**config.mk**
```make
export PLATFORM = sky130hd
export DESIGN_NAME = div_seq_ctrl
export DESIGN_NICKNAME = d
export VERILOG_FILES = /design/src/rtl/div_seq_ctrl.sv
export SDC_FILE = /design/constraint.sdc
export NUM_CORES = 1
export LEC_CHECK = 0
export ABC_AREA = 1
export CAP_MARGIN = 15
export CORE_UTILIZATION = 30
export DETAILED_ROUTE_END_ITERATION = 10
export PLACE_DENSITY = 0.54
export SLEW_MARGIN = 20
export SYNTH_ARGS = -nofsm -noshare
export SYNTH_HDL_FRONTEND = slang
export SYNTH_SLANG_ARGS = --single-unit
```
**constraint.sdc**
```tcl
create_clock -name clk -period 6.2 [get_ports clk]
set_input_delay 1.24 -clock clk [delete_from_list [all_inputs] [get_ports clk]]
set_output_delay 1.24 -clock clk [all_outputs]
set_load 0.05 [all_outputs]
```
**src/rtl/div_seq_ctrl.sv**
```systemverilog
// Multi-cycle restoring radix-2 divider sequencer for DIV/DIVU beside the EX-stage ALU.
// Stalls the pipeline until {remainder, quotient} is ready for the HI/LO write.
module div_seq_ctrl #(
  parameter int DATA_W = 32
) (
  input  logic                  clk,
  input  logic                  rst,
  input  logic                  div_start,
  input  logic                  div_signed,
  input  logic [DATA_W-1:0]     div_a,
  input  logic [DATA_W-1:0]     div_b,
  input  logic                  div_annul,
  output logic                  div_stall,
  output logic                  div_ready,
  output logic [2*DATA_W-1:0]   div_result
);

  localparam int CW = (DATA_W > 1) ? $clog2(DATA_W) : 1;

  typedef enum logic [1:0] {S_IDLE, S_BYZERO, S_ON, S_END} state_t;

  state_t              state, state_next;
  logic [CW-1:0]       counter;
  logic [2*DATA_W-1:0] rq;
  logic [DATA_W-1:0]   b_abs;
  logic                q_neg, r_neg;
  logic                accept, last_iter;

  logic [DATA_W-1:0]   a_abs_in, b_abs_in;
  logic [DATA_W:0]     rem_wide;
  logic [DATA_W-1:0]   rem_sub, quo, rem, q_fix, r_fix;
  logic                trial_ok;
  logic [2*DATA_W-1:0] rq_step;

  assign last_iter = (counter == CW'(DATA_W - 1));

  // NOTE: every output of a combinational block gets a default first, so no path leaves it unassigned and no latch is inferred.
  always_comb begin
    state_next = state;
    div_stall  = 1'b0;
    div_ready  = 1'b0;
    accept     = 1'b0;
    case (state)
      S_IDLE: begin
        if (div_start && !div_annul) begin
          accept     = 1'b1;
          div_stall  = 1'b1;
          state_next = (div_b == '0) ? S_BYZERO : S_ON;
        end
      end
      S_BYZERO: begin
        div_stall  = 1'b1;
        state_next = div_annul ? S_IDLE : S_END;
      end
      S_ON: begin
        div_stall = 1'b1;
        if (div_annul)      state_next = S_IDLE;
        else if (last_iter) state_next = S_END;
      end
      S_END: begin
        div_ready  = 1'b1;
        state_next = S_IDLE;
      end
      default: state_next = S_IDLE;
    endcase
  end

  // One restoring step; the bit shifted out of R is kept so divisors above 2^(DATA_W-1) still work.
  always_comb begin
    a_abs_in = (div_signed && div_a[DATA_W-1]) ? -div_a : div_a;
    b_abs_in = (div_signed && div_b[DATA_W-1]) ? -div_b : div_b;
    rem_wide = rq[2*DATA_W-1:DATA_W-1];
    trial_ok = (rem_wide >= {1'b0, b_abs});
    rem_sub  = rem_wide[DATA_W-1:0] - b_abs;
    rq_step  = trial_ok ? {rem_sub, rq[DATA_W-2:0], 1'b1} : {rq[2*DATA_W-2:0], 1'b0};
    quo      = rq_step[DATA_W-1:0];
    rem      = rq_step[2*DATA_W-1:DATA_W];
    q_fix    = q_neg ? -quo : quo;
    r_fix    = r_neg ? -rem : rem;
  end

  // NOTE: sequential state uses non-blocking assignments so every register samples pre-edge values.
  always_ff @(posedge clk or posedge rst) begin
    if (rst) begin
      state      <= S_IDLE;
      counter    <= '0;
      rq         <= '0;
      b_abs      <= '0;
      q_neg      <= 1'b0;
      r_neg      <= 1'b0;
      div_result <= '0;
    end else begin
      state <= state_next;
      if (accept) begin
        rq      <= {{DATA_W{1'b0}}, a_abs_in};
        b_abs   <= b_abs_in;
        q_neg   <= div_signed && (div_a[DATA_W-1] ^ div_b[DATA_W-1]);
        r_neg   <= div_signed && div_a[DATA_W-1];
        counter <= '0;
      end else if (state == S_ON && !div_annul) begin
        rq      <= rq_step;
        counter <= counter + 1'b1;
        if (last_iter) div_result <= {r_fix, q_fix};
      end else if (state == S_BYZERO && !div_annul) begin
        div_result <= '0;
      end
    end
  end

endmodule
```
==> results.md <==
- The run finished with clean final reports.
- The average wire length per cell after detail routing is 16.8 µm.
- Wires add up to 45.2 mm.
- The top fanout value on the critical path is 42.
- The final hold violation count is 0.
- Of the synthesized area, sequential elements account for 32.4%.
- Power spread over the standard cell area amounts to 613 nW/µm².
- The number of nets in the synthesized netlist is 2,103.
- The leading cell type in the layout, fill and taps excluded is nand2_1.
- The DRC violation total after the first TritonRoute iteration is 898.
- Once the clock tree was built, the resizer swapped 0 gates to a different size.
- Summed over all instances, the cell type with the most area after synthesis is dfrtp_1.
- The count of antenna-violating nets left after detailed routing is 0.
- The buffer count from post-CTS setup fixing is 0.
- The share of synthesized area in the top cell type comes to 32.4%.
- The wire length of the first global-routing pass is 72.2 mm.
- The number of instances in the synthesized netlist is 1,990.
- At the pin with the least slew margin, the transition time is 0.990 ns.
- The endpoint kind of the worst setup timing path is a flop.
- The critical path class is flop to flop.
- Timing would allow up to 0.203 GHz.
- The wire-length estimate of the detail-placed layout is 35.2 mm.
- 0 antenna diodes ended up in the layout.
- After filler insertion, the fill cell instance count of the layout stands at 4,682.
- For this configuration, the core starts out at a cell density of 30.4%.
- The tool flagged a number of max-cap violations equal to 0.
- During placement, the flow inserted port buffers numbering 134.
- The number of clock buffers added by TritonCTS is 17.
- The number of global-route vias before repair is 12,700.
- The number of buffers inserted by hold repair at cts is 0.
- Summing all non-filler instances in the final layout gives an area of 15,500 µm².
- The worst-case headroom to the max-slew limit is 34.0%.
- The setup TNS is 0 ns.
- The die boundary width is 211 µm.
- The clock sink count is 169.
- The number of buffers on the longest clock path is 2.
- The count of pins on the block boundary is 135.
- The total routing resource utilization after global routing is 21.0%.
- At the worst endpoint, the arrival time is 5.27 ns.
- Across the routed clock network, the largest skew measured is 0.0119 ns.
- The design draws 9.50 mW.
- The die covers 44,300 µm².
- The static power due to leakage is 7.66 nW.
- For this run the aggregate overflow at the end of global routing stands at 0.
- The count of synthesis-stage warnings from yosys is 0.
- The final layout contains 2,202 nets.
- The synthesized flop and latch total is 169.
- The number of antenna violations at the first check in global routing is 1.
- In the routed layout, each cell is associated on average with a via count of 4.88.
- The number of slew-limit violations in the final report is 0.
- The number of design rule violations left after detail routing is 0.
- After floorplanning, the core was divided into 76 placement rows.
- The routed via count is 13,100.
- The congestion estimate from routability-driven global placement came to 0.965.
- The classification of the worst-slack hold path is flop to flop.
- Entering global routing, the biggest net connects 96 pins.
- The master cell of the clock root buffer is clkbuf_16.
- The area growth from synthesis to layout is 18.8%.
- The worst setup path is launched from a flop.
- Dividing the final minimum period by the clock period gives 79.5%.
- After clock tree synthesis, the clock-pin slew on the worst setup and hold paths is 0.08 ns.
- A synthesized cell averages 6.56 µm².
- Setup repair after global routing left no endpoint under its margin.
- The fraction of layout instances using a drive strength above 1 is 6.47%.
- The clock latency on the worst-skew pair is 0.45 ns.
- The number of different library cells used by synthesis comes to 49.
- The endpoint required time on the critical path is 6.54 ns.
- The vertical die dimension is 211 µm.
- TritonCTS built the clock tree.
- The synthesized netlist occupies a cell area of 13,000 µm².
- The placed instance area is 14,900 µm².
- The worst path in the final design needs a cycle of 4.93 ns, including I/O delays and setup.
- In this run the register-to-register setup slack is 1.27 ns.
- The setup violation total in the final timing report is 0.
- In the layout the commonest cells are nand2_1, inv_1, dfrtp_1, nand3_1, nor2_1.
- Sorting the synthesized cells by area gives the leading types as dfrtp_1, nand2_1, inv_1.
- CTS built an H-tree with a depth of 4.
- Across the VDD grid, the largest voltage drop is 338 µV.
- The first-pass detailed-route iteration total is 5.
- The floorplan core area is 43,000 µm².
kinds of logic after synthesis:
group           count (synthesis)  share of synthesized area (%)
simple gates                 1056                           35.7
buf+inv                       377                           11.4
compound gates                298                           13.2
flops                         169                           32.4
fa+ha+maj                      44                           4.28
xor+xnor                       46                           3.09
stage by stage:
step                      std cells  hold WS (ns)  util (%)  worst slack, ns
final                          2687         0.473      36.1             1.27
after global routing           2687         0.504      36.1            0.835
after CTS                      2687         0.476      36.1             1.39
after detailed placement       2655         0.462      34.7             1.41
after global placement         2655         0.456      34.7             1.52
after floorplan                1990         0.434         -            0.385
cells in the mapped netlist, drive strengths merged:
master  instances
nand2         639
inv           313
nor2          174
dfrtp         169
nand3         166
o21ai         165
a21oi          66
clkbuf         43
ha             43
xor2           34
nor3           33
o221ai         29
buf            21
nand4          20
xnor2          12
o22ai          10
nand3b          9
a32o            8
nor4            7
a31oi           5
and2            4
o31ai           4
a22oi           3
or2             3
a22o            2
o211ai          2
a21o            1
and3            1
fa              1
o21a            1
o21bai          1
o41ai           1
critical path, cell delays in order (launching register included):
cell,delay [ns]
dfrtp_1,0.36
inv_1,0.14
ha_1,0.30
a21oi_1,0.20
o21ai_0,0.21
a21oi_1,0.22
nand2_2,0.11
nor2_8,0.39
nand2_8,0.27
inv_2,0.27
ha_1,0.27
nand3_2,0.12
nor3_2,0.21
nand3_1,0.16
nor2_1,0.20
nand2_1,0.19
nor2_4,0.19
nand2_1,0.07
nand2_1,0.09
o21ai_1,0.12
a21oi_2,0.17
nand2_1,0.09
o21ai_0,0.21
nand2_1,0.09
nand2_1,0.06
o21ai_1,0.07
power by group:
| group | leakage [nW] | internal [mW] | switching, mW |
|---|---|---|---|
| combinational | 5.17 | 1.92 | 4.61 |
| sequential | 2.21 | 1.53 | 0.325 |
| clock | 0.290 | 0.574 | 0.537 |
worst paths after layout:
check	end	depth (start not counted)	start
setup / recovery	div_result[28]	25	b_abs[30]
hold / removal	counter[3]	1	counter[3]
setup reg to reg	div_result[28]	25	b_abs[30]
hold reg to reg	counter[3]	1	counter[3]
max in group asynchronous	div_result[53]	3	rst
min in group asynchronous	b_abs[9]	2	rst
cell type report:
| type | instances | area, µm² | share of cell area [%] |
|---|---|---|---|
| repair buffers | 144 | 1430 | 9.22 |
| clock buffers | 18 | 429 | 2.77 |
| clock inverters | 14 | 160 | 1.03 |
| well taps | 585 | 732 | 4.72 |
| inverters | 313 | 1180 | 7.61 |
| flip-flops and latches | 169 | 4230 | 27.3 |
| multi-input cells | 1444 | 7340 | 47.4 |
registers in the layout, summed over array words and instances, names as in the netlist:
register	count
r_neg	1
div_result	64
state	2
q_neg	1
rq	64
b_abs	32
counter	5
routing by layer:
metal | track usage, % | share of wire [%]
met1 | 29.1 | 47
met2 | 34.9 | 47
met3 | 1.79 | 3.8
met4 | 5.30 | 1.8
met5 | 0 | 0
Note: power is estimated with default switching activity, not from simulation.
